## config.mk

```make
export PLATFORM = sky130hd
export DESIGN_NAME = vram_read_arbiter
export DESIGN_NICKNAME = d
export VERILOG_FILES = /design/src/rtl/vram_arb_pkg.sv /design/src/rtl/vram_arb_select.sv /design/src/rtl/vram_read_arbiter.sv
export SDC_FILE = /design/constraint.sdc
export NUM_CORES = 1
export LEC_CHECK = 0
export CAP_MARGIN = 20
export CELL_PAD_IN_SITES_DETAIL_PLACEMENT = 0
export CELL_PAD_IN_SITES_GLOBAL_PLACEMENT = 1
export CORE_UTILIZATION = 27
export DETAILED_ROUTE_END_ITERATION = 8
export GPL_TIMING_DRIVEN = 0
export HOLD_SLACK_MARGIN = 0.1
export MAX_ROUTING_LAYER = met4
export PLACE_DENSITY = 0.79
export SYNTH_ARGS = -nofsm -noshare
export SYNTH_HDL_FRONTEND = slang
export SYNTH_SLANG_ARGS = --single-unit
```

## constraint.sdc

```tcl
create_clock -name clk -period 1.98 [get_ports clk]
set_input_delay 0.495 -clock clk [delete_from_list [all_inputs] [get_ports clk]]
set_output_delay 0.495 -clock clk [all_outputs]
set_load 0.005 [all_outputs]
```

## src/rtl/vram_arb_pkg.sv

```systemverilog
// Shared types and constants for the VRAM read arbiter: FSM encoding,
// master index width and latency counter width.
package vram_arb_pkg;

   localparam int MAX_MASTERS = 4;
   localparam int IDX_W       = $clog2(MAX_MASTERS);
   localparam int CNT_W       = 2;

   typedef enum logic {
      STATE_IDLE = 1'b0,
      STATE_WAIT = 1'b1
   } state_t;

   // Wrapping increment of a master index, used to advance the round-robin pointer.
   function automatic logic [IDX_W-1:0] next_index(input logic [IDX_W-1:0] idx, input int n);
      return (int'(idx) == n - 1) ? '0 : idx + IDX_W'(1);
   endfunction

endpackage

```

## src/rtl/vram_arb_select.sv

```systemverilog
// Combinational winner selection among eligible masters.
// VRAM_ARB_ROUND_ROBIN_EN selects round-robin search from rr_ptr; otherwise index 0 has highest priority.
module vram_arb_select
   import vram_arb_pkg::*;
#(
   parameter int NUM_MASTERS = 3
)
(
   input  logic [NUM_MASTERS-1:0] eligible,
   input  logic [IDX_W-1:0]       rr_ptr,
   output logic [IDX_W-1:0]       winner,
   output logic                   valid
);

`ifdef VRAM_ARB_ROUND_ROBIN_EN
   int                     idx;
   logic [NUM_MASTERS-1:0] probe;

   // Walk the offsets backwards so the eligible master closest to rr_ptr is assigned last and wins.
   always_comb begin
      winner = '0;
      valid  = 1'b0;
      idx    = 0;
      probe  = '0;
      for (int k = NUM_MASTERS - 1; k >= 0; k--) begin
         idx   = (int'(rr_ptr) + k) % NUM_MASTERS;
         probe = eligible >> idx;
         if (probe[0]) begin
            winner = IDX_W'(idx);
            valid  = 1'b1;
         end
      end
   end
`else
   logic unused_rr;
   assign unused_rr = ^rr_ptr;

   always_comb begin
      winner = '0;
      valid  = 1'b0;
      for (int i = NUM_MASTERS - 1; i >= 0; i--) begin
         if (eligible[i]) begin
            winner = IDX_W'(i);
            valid  = 1'b1;
         end
      end
   end
`endif

endmodule

```

## src/rtl/vram_read_arbiter.sv

```systemverilog
// Arbitrates NUM_MASTERS renderer read requests onto one synchronous VRAM read port
// and returns each word with a one-cycle ack. Optional macro: VRAM_ARB_ROUND_ROBIN_EN.
module vram_read_arbiter
   import vram_arb_pkg::*;
#(
   parameter int NUM_MASTERS = 3,
   parameter int ADDR_W      = 16,
   parameter int RAM_LATENCY = 1
)
(
   input  logic                          clk,
   input  logic                          rst,
   input  logic [NUM_MASTERS*ADDR_W-1:0] m_addr,
   input  logic [NUM_MASTERS-1:0]        m_strobe,
   output logic [NUM_MASTERS-1:0]        m_ack,
   output logic [31:0]                   m_rddata,
   output logic [ADDR_W-1:0]             ram_addr,
   output logic                          ram_rden,
   input  logic [31:0]                   ram_rddata
);

   state_t                 state;
   logic [IDX_W-1:0]       grant;
   logic [IDX_W-1:0]       rr_ptr;
   logic [IDX_W-1:0]       winner;
   logic                   winner_valid;
   logic [CNT_W-1:0]       cnt;
   logic                   cancel;
   logic [NUM_MASTERS-1:0] eligible;
   logic [NUM_MASTERS-1:0] grant_mask;
   logic                   strobe_lost;

   // The master being acked this cycle is never re-granted in the same cycle.
   assign eligible    = (state == STATE_IDLE) ? (m_strobe & ~m_ack) : '0;
   assign grant_mask  = NUM_MASTERS'(1) << grant;
   assign strobe_lost = ~|(m_strobe & grant_mask);

   vram_arb_select #(
      .NUM_MASTERS (NUM_MASTERS)
   ) u_select (
      .eligible (eligible),
      .rr_ptr   (rr_ptr),
      .winner   (winner),
      .valid    (winner_valid)
   );

   // WAIT spans RAM_LATENCY+1 cycles; the last one is when ram_rddata is valid.
   always_ff @(posedge clk) begin
      if (rst) begin
         state    <= STATE_IDLE;
         grant    <= '0;
         rr_ptr   <= '0;
         cnt      <= '0;
         cancel   <= 1'b0;
         m_ack    <= '0;
         m_rddata <= '0;
         ram_addr <= '0;
         ram_rden <= 1'b0;
      end else begin
         m_ack    <= '0;
         ram_rden <= 1'b0;
         case (state)
            STATE_IDLE: begin
               if (winner_valid) begin
                  grant    <= winner;
                  rr_ptr   <= next_index(winner, NUM_MASTERS);
                  ram_addr <= m_addr[winner*ADDR_W +: ADDR_W];
                  ram_rden <= 1'b1;
                  cnt      <= CNT_W'(RAM_LATENCY);
                  cancel   <= 1'b0;
                  state    <= STATE_WAIT;
               end
            end
            STATE_WAIT: begin
               if (cnt == '0) begin
                  m_rddata <= ram_rddata;
                  m_ack    <= (cancel | strobe_lost) ? '0 : grant_mask;
                  cancel   <= 1'b0;
                  state    <= STATE_IDLE;
               end else begin
                  cnt <= cnt - CNT_W'(1);
                  if (strobe_lost) begin
                     cancel <= 1'b1;
                  end
               end
            end
            default: state <= STATE_IDLE;
         endcase
      end
   end

endmodule

```

== Yosys cells after proc, flatten, opt, wreduce, memory -nomap -nowiden ==
Cells that the tools add are included.

* Bits of input ports: 85
* Logic and storage cells: 46
* Register bits: 58
* Output and inout port bits: 52

* Equal/unequal tests: 3
* Add/subtract/negate cells: 1
* Mux-type cells: 17
* Reductions and logical operators: 9
* Shifts and indexed selects: 2
* Bitwise logic cells: 6

{| class="wikitable"
|+ Operators by type and width
! kind !! number
|-
| $shiftx A48 B7 Y16 || 1
|-
| $mux W2 || 5
|-
| $mux W1 || 8
|-
| $reduce_and A2 Y1 || 4
|-
| $and A3 B3 Y3 || 2
|-
| $pmux W1 S2 || 2
|-
| $pmux W2 S2 || 1
|-
| $reduce_or A4 Y1 || 1
|-
| $mux W3 || 1
|-
| $ne A3 B2 Y1 const B || 1
|-
| $not A3 Y3 || 1
|-
| $reduce_or A3 Y1 || 1
|-
| $shl A1 B2 Y3 const A || 1
|-
| $logic_not A2 Y1 || 1
|-
| $ne A2 B1 Y1 const B || 1
|-
| $ne A2 B2 Y1 const B || 1
|-
| $not A1 Y1 || 2
|-
| $reduce_or A2 Y1 || 1
|-
| $sub A2 B1 Y2 const B || 1
|-
| $logic_not A1 Y1 || 1
|-
| $or A1 B1 Y1 || 1
|}

== Longest topological paths before layout ==
* Word-level depth: 8
* Mapped depth: 7
* Depth with buffers taken out: 5

== Cells and area by module ==
A second synthesis with hierarchy kept.

* Cell total of the unflattened synthesis: 292
* Area total of the unflattened synthesis: 2610.0 µm²

{| class="wikitable"
|+ Modules (own cells, without submodules)
! module !! instances !! seq. area each (µm²) !! cells each !! area each (µm²)
|-
| vram_read_arbiter || 1 || 1201.2 || 289 || 2590.0
|-
| vram_arb_select || 1 || 0.0 || 3 || 20.0
|}

== Least setup slack after synthesis ==
No wires, ideal clock.

* Path type: input -> register
* Start point: in rst
* End point: reg m_ack[1]
* Cell stages on the path: 3
* Data arrival time: 1.371 ns
* Library setup time: 0.073 ns
* Setup slack: 0.537 ns
* Data required time: 1.907 ns
* Path buffers: 1
* Path through: clkbuf_1 > or4_4 > nor3b_2

* Word-level cells in the longest chain between the ends: 1

{| class="wikitable"
|+ RTL lines
! what !! line !! text
|-
| from (decl) || vram_read_arbiter.sv:12 || <nowiki>input logic rst,</nowiki>
|-
| $reduce_or A4 Y1 (no source line) || -- ||
|-
| to (signal assigned) || vram_read_arbiter.sv:77 || <nowiki>m_ack <= (cancel | strobe_lost) ? '0 : grant_mask;</nowiki>
|-
| to (decl) || vram_read_arbiter.sv:15 || <nowiki>output logic [NUM_MASTERS-1:0] m_ack,</nowiki>
|}

No other way between the ends.
A chain may end at the register's enable or synchronous reset.

== Worst setup path after layout ==
* Start point: in m_strobe[1]
* End point: reg ram_addr[2]

* Word-level cells in the longest chain between the ends: 5
* Elaborated cells on any way between the ends: 8
* Classes of those cells: shift: 1; mux: 5; bitwise: 1; reduce/logical: 1

{| class="wikitable"
|+ RTL lines
! what !! line !! text
|-
| from (decl) || vram_read_arbiter.sv:14 || <nowiki>input logic [NUM_MASTERS-1:0] m_strobe,</nowiki>
|-
| $and A3 B3 Y3 (*) || vram_read_arbiter.sv:34 || <nowiki>assign eligible = (state == STATE_IDLE) ? (m_strobe & ~m_ack) : '0;</nowiki>
|-
| $mux W3 (*) || vram_read_arbiter.sv:34 ||
|-
| $mux W2 or $mux W1 (tied branches) (2 in series) || vram_arb_select.sv:42 || <nowiki>if (eligible[i]) begin</nowiki>
|-
| $shiftx A48 B7 Y16 or $reduce_and A2 Y1 (tied branches) || -- ||
|-
| to (signal assigned) || vram_read_arbiter.sv:67 || <nowiki>ram_addr <= m_addr[winner*ADDR_W +: ADDR_W];</nowiki>
|-
| to (decl) || vram_read_arbiter.sv:17 || <nowiki>output logic [ADDR_W-1:0] ram_addr,</nowiki>
|}

Mark *: on every way between the ends. The rest lies on a longest branch, timed or not.

==> metrics.cfg <==
[run_status]
outcome = completed

[yosys]
seq_area_frac_synth = 0.459
syn-num-nets = 399
synth_xor_area_frac = 0
yosys.cell_types.count = 33
yosys.area.top_type = dfxtp_1
synth_top_area_share = 0.459
ys_ff_latch = 58
synth_top_family_by_area = compound AO/OA/AOI/OAI gates
synthMuxAreaShare = 0.00396
synthSimpleGateAreaFrac = 0.208
syn_avg_cell_area_um2 = 8.07
synth_compound_area_frac = 0.274
synth_area_um2 = 2530
synthCells = 313
ys_warn_count = 0
synth_fa_ha_area_frac = 0.00495
ys_top_cells_by_area = dfxtp_1, a21oi_1, nand2_1, o311ai_0, a21boi_0

[sta]
period_needed_ps = 1840
rsz0062_at_grt = false
finalHoldViolCount = 0
max_freq_mhz = 542
hold_ws_ps = 454
setup_viol = 0
slew_headroom = 0.678
finalCritPeriodShare = 0.931
final_max_slew_viol_count = 0
worst_slew_pin_slew_ps = 482
finClkSkew_ps = 5.23

[setup_path]
cp_top_family = buffers and inverters
path_max_fanout = 10
slowest_delay_ps = 510
required_ps = 2190
cp_num_buf_inv = 2
arrival_ps = 2050
path_cells = clkdlybuf4s50_1, nor3b_4, clkbuf_2, a21boi_0, o21ai_0, a21oi_1
end_kind = register
rrSetupSlack_ps = 280
path_class = in -> reg
start_kind = primary input
critPathSlowestCell = clkdlybuf4s50_1

[global_routing]
grt_overflow = 0
grt_first_pass_wirelength_um = 13500
grt_pass1_vias = 2695
antenna_found_initial = 0
grt_max_degree = 11
grt_usage = 0.180

[power]
p_seq_frac = 0.402
comb_power_share = 0.233
switching_power_mw = 0.858
power_density_nw_per_um2 = 773
p_total_mw = 3.32
power.leakage_nw = 1.61
clockPowerShare = 0.365
peakVddDrop_v = 0.000377
p_int_mw = 2.46
p_sw_frac = 0.259

[clocking]
cts_buffer_depth = 2
htree_levels = 3
ctsHoldBuffers = 0
clkLatencyLatePin_ps = 330
cts_made_buffers = 9
clock-sinks = 58
root_buffer = clkbuf_8
cts_tree = done
clkTransAtPathRegs_ps = 70

[final_layout]
post-route-util = 0.482
finalNetCount = 547
multiInputGateArea_um2 = 1260
seq_area_um2 = 1160
drive_above_1_share = 0.0815
antenna_cells = 0
syn2layout_area_growth_pct = 69.7
nFillCells = 903
fin_area_um2 = 4290

[routing]
post-route-drc-count = 0
met1_length_um = 3910
drt_iter0_markers = 77
dr.pass1.iters = 4
dr_wl_met3_um = 568
wl_per_cell_um = 14.4
vias_per_cell = 4.79
dr_wl_met2_um = 3710
totalWireLength_um = 8270
vias = 2750
ant_nets = 0
highest_layer = met4

[place]
place_hpwl_um = 6140
gp_congestion = 0.815
io_buffer_count = 136
placed_area_um2 = 4020

[floorplanning]
ios = 137
die_h_um = 98.8
dieWidth_um = 98.8
design.die.area_um2 = 9750
rows = 34
core_um2 = 8890
start_util = 0.284

[run]
max-cap-violations = 0

[worst_hold_path]
hp-class = reg -> reg

power groups by stage:
stage	Sequential, mW	Combinational (mW)	Clock (mW)
final	1.33	0.774	1.21
after detailed placement	1.36	0.760	0
after global placement	1.35	0.755	0
after CTS	1.33	0.766	1.26
after floorplan	1.36	0.297	0
after global routing	1.35	0.853	1.31
path summary, 6_finish.rpt:
kind / from / endpoint / cells after the start
worst max-delay path: m_strobe[1] / ram_addr[2] / 6
worst min-delay path: m_rddata[31] / m_rddata[31] / 2
worst max register to register: cnt[0] / m_rddata[13] / 7
worst min register to register: m_rddata[31] / m_rddata[31] / 2
through the flow:
| stage | worst slack, ps | std cells | setup TNS, ps |
|---|---|---|---|
| floorplan | 537 | 313 | 0 |
| CTS | 23.1 | 573 | 0 |
| global placement | -396 | 557 | -8930 |
| detailed placement | -390 | 557 | -10010 |
| finish | 137 | 574 | 0 |
| global route | 0.798 | 574 | 0 |
Yosys cell counts, drive strengths merged:
| cell | n |
|---|---|
| a21boi | 16 |
| a21o | 1 |
| a21oi | 49 |
| a2bb2oi | 1 |
| a31oi | 2 |
| a32o | 1 |
| a41o | 1 |
| and2 | 2 |
| and3 | 16 |
| buf | 4 |
| clkbuf | 23 |
| dfxtp | 58 |
| ha | 1 |
| inv | 5 |
| mux2i | 1 |
| nand2 | 65 |
| nand2b | 3 |
| nand3b | 1 |
| nor2 | 20 |
| nor3 | 1 |
| nor3b | 5 |
| o211a | 1 |
| o21a | 1 |
| o21ai | 16 |
| o221a | 1 |
| o311ai | 16 |
| o31ai | 1 |
| or4 | 1 |
area by class of cell:
class                      instances  share of cell area
inverter                           5             0.00438
multi-input combinational        223               0.294
clock buffer                      11              0.0330
timing repair buffer             138               0.321
buffer                            26              0.0268
clock inverter                     5              0.0181
sequential                        58               0.271
tap                              108              0.0315
layout by cell type, fill, tap and decap left out, drive strengths merged, types with 3 or more instances in the layout:
cell type,count
clkbuf,34
a21boi,16
a21oi,49
buf,5
dfxtp,58
nor2,20
o21ai,16
nand2b,3
clkdlybuf4s50,136
o311ai,16
nor3b,5
and3,16
inv,5
nand2,65
sequential cells by signal, indices dropped and copies added, names as in the netlist:
| register | cells |
|---|---|
| m_rddata | 32 |
| ram_addr | 16 |
| m_ack | 3 |
| cnt | 2 |
| grant | 2 |
| cancel | 1 |
| ram_rden | 1 |
| state | 1 |
cell families after synthesis:
| kind of cell | count (synthesis) |
|---|---|
| AOI/OAI and AO/OA | 107 |
| adders and majority gates | 1 |
| buffers and inverters | 32 |
| DFF | 58 |
| and+or+nand+nor | 114 |
| muxes | 1 |
layer usage:
metal	track usage	up-vias
met3	0.0433	8
met4	0.0482	0
met5	-	-
met1	0.234	1241
met2	0.279	106
li1	-	1395
worst reg2reg max path: stages (launching register included):
cell	delay (ps)
dfxtp_1	300
inv_1	80
ha_1	210
and2_1	130
clkbuf_1	250
clkbuf_1	400
nand2_1	100
a21oi_1	150
what timing repair did:
item,CTS,global route
setup buffers,0,2
endpoints found under the setup margin,5,16
resized for setup,2,17
pin swaps,0,1
(Power assumes the default switching activity.)
